`config.mk`:
```
export PLATFORM = sky130hd
export DESIGN_NAME = fetch_ifid
export DESIGN_NICKNAME = d
export VERILOG_FILES = /design/src/rtl/fetch_ifid.sv
export SDC_FILE = /design/constraint.sdc
export NUM_CORES = 1
export LEC_CHECK = 0
export CAP_MARGIN = 15
export CORE_MARGIN = 3
export CORE_UTILIZATION = 40
export DETAILED_ROUTE_END_ITERATION = 10
export DONT_BUFFER_PORTS = 1
export PLACE_DENSITY = 0.66
export SLEW_MARGIN = 0
export SYNTH_ARGS = -nofsm -noshare
export SYNTH_HDL_FRONTEND = slang
export SYNTH_SLANG_ARGS = --single-unit
```
`constraint.sdc`:
```
create_clock -name clk -period 5.5 [get_ports clk]
set_input_delay 0.275 -clock clk [delete_from_list [all_inputs] [get_ports clk]]
set_output_delay 0.275 -clock clk [all_outputs]
set_load 0.03 [all_outputs]
```
`src/rtl/fetch_ifid.sv`:
```
// Fetch stage with IF/ID pipeline register.
// Owns the fetch PC and drives a variable-latency instruction memory. The
// instruction words it receives are delivered to decode through the IF/ID
// register. A one-entry skid buffer catches a word that returns while decode
// is holding. Redirects squash the fetched path, and a HALT opcode stops fetch.
module fetch_ifid #(
    parameter logic [15:0] RESET_PC    = 16'h0000,
    parameter logic [15:0] NOP_INSTR   = 16'h0800,
    parameter logic [4:0]  HALT_OPCODE = 5'b00000
) (
    input  logic        clk,
    input  logic        rst,
    input  logic        data_hazard,
    input  logic        dataMem_stall,
    input  logic        flush,
    input  logic [15:0] branchTarget,
    input  logic [15:0] imem_rdata,
    input  logic        imem_done,
    output logic        imem_req,
    output logic [15:0] imem_addr,
    output logic [15:0] instruction_fd,
    output logic [15:0] pcPlus2_fd,
    output logic [15:0] pc_f,
    output logic        instrMem_stall,
    output logic        halted,
    output logic        err
);

    typedef enum logic [2:0] {
        S_FETCH,
        S_WAIT,
        S_SQUASH,
        S_SKID,
        S_HALT
    } state_t;

    state_t      state_q, state_d;
    logic [15:0] pc_q, pc_d;
    logic [15:0] instr_q, instr_d;
    logic [15:0] pc2_q, pc2_d;
    logic [15:0] skid_instr_q, skid_instr_d;
    logic [15:0] skid_pc2_q, skid_pc2_d;
    logic [15:0] addr_q;
    logic        halted_q, halted_d;
    logic        err_q, err_d;

    logic        hold;
    logic        req;
    logic        got;
    logic        word_halt;
    logic [15:0] pc_inc;

    // Request and stall outputs; the address in WAIT/SQUASH comes from the
    // latched copy because pc_f may already hold a redirect target.
    always_comb begin
        hold      = data_hazard | dataMem_stall;
        req       = !rst && (state_q == S_FETCH || state_q == S_WAIT ||
                             state_q == S_SQUASH);
        imem_addr = (state_q == S_FETCH) ? pc_q : addr_q;
        instrMem_stall = !rst && (state_q == S_WAIT || state_q == S_SQUASH ||
                                  (state_q == S_FETCH && !imem_done));
        got       = req && imem_done && (state_q != S_SQUASH);
        word_halt = (imem_rdata[15:11] == HALT_OPCODE);
        pc_inc    = pc_q + 16'd2;
    end

    assign imem_req       = req;
    assign pc_f           = pc_q;
    assign instruction_fd = instr_q;
    assign pcPlus2_fd     = pc2_q;
    assign halted         = halted_q;
    assign err            = err_q;

    // Next-state logic: flush overrides everything, otherwise per-state
    // handling of returned words, holds and bubbles.
    always_comb begin
        state_d      = state_q;
        pc_d         = pc_q;
        instr_d      = instr_q;
        pc2_d        = pc2_q;
        skid_instr_d = skid_instr_q;
        skid_pc2_d   = skid_pc2_q;
        halted_d     = halted_q;
        err_d        = err_q;

        if (imem_done && !req) begin
            err_d = 1'b1;
        end

        if (flush) begin
            if (branchTarget[0]) begin
                err_d = 1'b1;
            end
            pc_d     = branchTarget;
            instr_d  = NOP_INSTR;
            halted_d = 1'b0;
            state_d  = (req && !imem_done) ? S_SQUASH : S_FETCH;
        end else begin
            case (state_q)
                S_FETCH, S_WAIT: begin
                    if (got) begin
                        pc_d = pc_inc;
                        if (word_halt) begin
                            halted_d = 1'b1;
                        end
                        if (hold) begin
                            skid_instr_d = imem_rdata;
                            skid_pc2_d   = pc_inc;
                            state_d      = S_SKID;
                        end else begin
                            instr_d = imem_rdata;
                            pc2_d   = pc_inc;
                            state_d = word_halt ? S_HALT : S_FETCH;
                        end
                    end else begin
                        state_d = S_WAIT;
                        if (!hold) begin
                            instr_d = NOP_INSTR;
                        end
                    end
                end
                S_SQUASH: begin
                    if (imem_done) begin
                        state_d = S_FETCH;
                    end
                    if (!hold) begin
                        instr_d = NOP_INSTR;
                    end
                end
                S_SKID: begin
                    if (!hold) begin
                        instr_d = skid_instr_q;
                        pc2_d   = skid_pc2_q;
                        state_d = halted_q ? S_HALT : S_FETCH;
                    end
                end
                S_HALT: begin
                    if (!hold) begin
                        instr_d = NOP_INSTR;
                    end
                end
                default: begin
                    state_d = S_FETCH;
                end
            endcase
        end
    end

    // Control and IF/ID registers with synchronous reset.
    always_ff @(posedge clk) begin
        if (rst) begin
            state_q  <= S_FETCH;
            pc_q     <= RESET_PC;
            instr_q  <= NOP_INSTR;
            pc2_q    <= 16'h0000;
            halted_q <= 1'b0;
            err_q    <= 1'b0;
        end else begin
            state_q  <= state_d;
            pc_q     <= pc_d;
            instr_q  <= instr_d;
            pc2_q    <= pc2_d;
            halted_q <= halted_d;
            err_q    <= err_d;
        end
    end

    // Skid contents and the in-flight address; only meaningful while the
    // state says so, so they carry no reset.
    always_ff @(posedge clk) begin
        skid_instr_q <= skid_instr_d;
        skid_pc2_q   <= skid_pc2_d;
        addr_q       <= imem_addr;
    end

endmodule

```
==> results.cfg <==
[global_routing]
grt_pass1_wl_mm = 16.1
grt_pass1_vias = 3003
grt_remaining_overflow = 0
grt_usage_pct = 17.7
antenna_found_initial = 0
grt_max_degree = 37

[drt]
ant_nets = 0
drt-total-wl_mm = 10.7
vias = 3211
drcViolationCount = 0
drt_iter0_drc = 197
vias_per_cell = 5.63
drt-wirelength-per-cell_microns = 18.7
firstDrtPassIters = 5

[worst_setup_path]
crit_path_end = skid_instr_q[8]
regToRegSetupSlack_ns = 2.89
worstPathMaxFanout = 17
worstSetupStartpointType = flip-flop
worstPathRequired_ns = 5.56
cp_slowest_cell = or4b_1
end_kind = flip-flop
crit_start = state_q[2]
r2r-start = state_q[2]
cpPeakStageDelay_ns = 0.84
critical_path.cell_chain = or4b_1, nor3_2, buf_6, buf_4
critical_path_class = reg2reg
r2r_end = skid_instr_q[8]
cp.arrival_ns = 2.67
reg2regPathDepth = 4

[synth]
ys_top_cells_by_area = dfxtp_1 (32%), edfxtp_1 (22%), nor2_1 (3.5%), a22o_1 (3.0%), nand2_1 (3.0%)
synth.top_cell.area_share_pct = 31.8
yosys_warnings = 0
yosysTopAreaCell = dfxtp_1
ys_ff_latch = 101
synth_ff_type = dfxtp_1
ys_types = 56
synth_edf_count = 32
synthArstFlopShare_pct = 0
syn-num-nets = 469
syn-mean-instance-area_sq_um = 10.1
syn_inst = 430
ys_seq_area_share_pct = 53.9
syn_area_sq_um = 4350

[run_status]
status = finished clean

[sta]
hold_viol_final = 0
setup_viol = 0
tightest_slew_ns = 0.900
fin_crit_sh_pct = 47.5
slew_headroom_pct = 39.8
period_needed_ns = 2.61
fmax_ghz = 0.383
rsz0062_at_grt = false
final_max_slew_viol_count = 0
tns_ns = 0
clock_skew_ns = 0.00638

[finish]
syn_to_final_growth_pct = 9.99
layout-drive-gt1-share_pct = 8.53
final_area_sq_um = 4780
nNetsFinal = 468
num_antenna_cells = 0

[die]
core_area_sq_um = 10500
initial_core_util_pct = 41.5
row_count = 37
die_w_microns = 110
ios = 106
dieArea_sq_um = 12200
die_h_microns = 110

[clocking]
clk_latency_ns = 0.36
cts.clk_slew.worst_paths_ns = 0.09
cts_buffers = 9
ctsResizeCount = 0
cts_tree = done
ctsHtreeMaxLevel = 3
post_cts.repair.setup_buffers = 0
clock_sinks = 101
cts-root-buf = clkbuf_8
clock_path_buffers = 2

[pwr]
p_leak_nw = 1.69
power.total_mw = 1.45
ir_worst_vdd_v = 0.000101
p_per_area_nw_per_um2 = 304

[place]
io_buffers = 0
dp_hpwl_mm = 7.23
gp_congestion = 0.811
dpl_cell_area_sq_um = 4420

[job]
drv_cap = 0

[min_path]
hold_class = in2reg
## worst min path at each step
stage                          from               to  cells past startpoint
floorplan             imem_rdata[0]  skid_instr_q[0]                      0
finish              branchTarget[2]          pc_f[2]                      2
global placement                rst    pcPlus2_fd[7]                      1
detailed placement              rst    pcPlus2_fd[7]                      1
CTS                 branchTarget[2]          pc_f[2]                      2
global route        branchTarget[5]          pc_f[5]                      2
## cells in the final DEF, fill, tap and decap left out, drive strengths merged, types with 3 or more instances in the layout
cell,instances
a21o,3
a21oi,27
a22o,15
a22oi,16
buf,6
clkbuf,10
clkinv,5
dfxtp,69
dlygate4sd3,17
edfxtp,32
inv,13
mux2,16
mux2i,3
nand2,35
nand3,17
nand4,5
nor2,41
nor3,10
o211ai,3
o21a,7
o21ai,12
o221ai,3
or2,3
or3,9
xnor2,15
xor2,9
## cells in the mapped netlist, types with 5 or more instances
master    number
dfxtp_1       69
nor2_1        40
nand2_1       35
edfxtp_1      32
a21oi_1       26
clkbuf_1      22
nand3_1       17
a22oi_1       16
a22o_1        15
xnor2_1       15
inv_1         13
mux2_1        10
or3_1          9
xor2_1         9
buf_2          8
nor3_1         7
o21a_1         7
mux2_2         6
o21ai_0        6
o21ai_1        6
nand4_1        5
## timing repair
item                                   in CTS  in global routing
hold buffers                               17                  0
setup endpoints to repair                   0                  0
endpoints found under the hold margin      37                  0
## through the flow
step / cells / util [%] / hold WS, ns / setup slack, ns
final: 570 / 45.7 / 0.0407 / 2.89
after global routing: 570 / 45.7 / 0.0242 / 2.77
after CTS: 569 / 45.6 / 0.0186 / 2.38
after detailed placement: 536 / 42.2 / 0.350 / 2.41
after global placement: 536 / 42.2 / 0.348 / 2.46
after floorplan: 430 / - / 0.374 / 1.57
## final cells by class
type | count | area [sq um]
flip-flops and latches | 101 | 2340
clock inverters | 6 | 53.8
inverters | 13 | 48.8
well taps | 136 | 170
clock buffers | 10 | 128
repair buffers | 23 | 219
fillers | 1005 | 5680
multi-input cells | 281 | 1820
## flip-flops by register name (all words and copies together), names as in the netlist
name,flops
pcPlus2_fd,16
pc_f,16
state_q,3
halted,1
skid_pc2_q,16
instruction_fd,16
addr_q,16
err,1
skid_instr_q,16
## worst max-delay path, delay by kind of cell (launching register included)
| family | cells | cell delay [ns] |
|---|---|---|
| buf+inv | 2 | 0.51 |
| simple gates | 2 | 1.26 |
| flops | 1 | 0.53 |
## cells by family (layout without fill, tap and decap cells)
logic type | Yosys count | after routing | synth area share [%]
XOR/XNOR | 24 | 24 | 4.84
AND/OR/NAND/NOR | 138 | 138 | 15.8
adder cells (fa/ha/maj) | 1 | 1 | 0.288
buffers and inverters | 48 | 52 | 4.64
multiplexers | 19 | 19 | 4.84
AO/OA/AOI/OAI | 99 | 99 | 15.7
flip-flops | 101 | 101 | 53.9
## report_power, final
group          leakage [nW]  internal (mW)  switching, mW  total, mW
sequential            0.859          0.801         0.0514      0.852
clock                0.0972          0.206          0.247      0.453
combinational         0.734         0.0550         0.0911      0.146
total                  1.69           1.06          0.390       1.45
## per-layer routing
layer	routed length (microns)	vias to the layer above	part of all wire [%]	track usage, %
met4	239	0	2.2	9.06
met5	0	-	0	0
li1	-	1539	-	-
met3	962	19	9.0	6.06
met2	4920	123	46	26.3
met1	4530	1530	43	22.9
(Power assumes the default switching activity.)
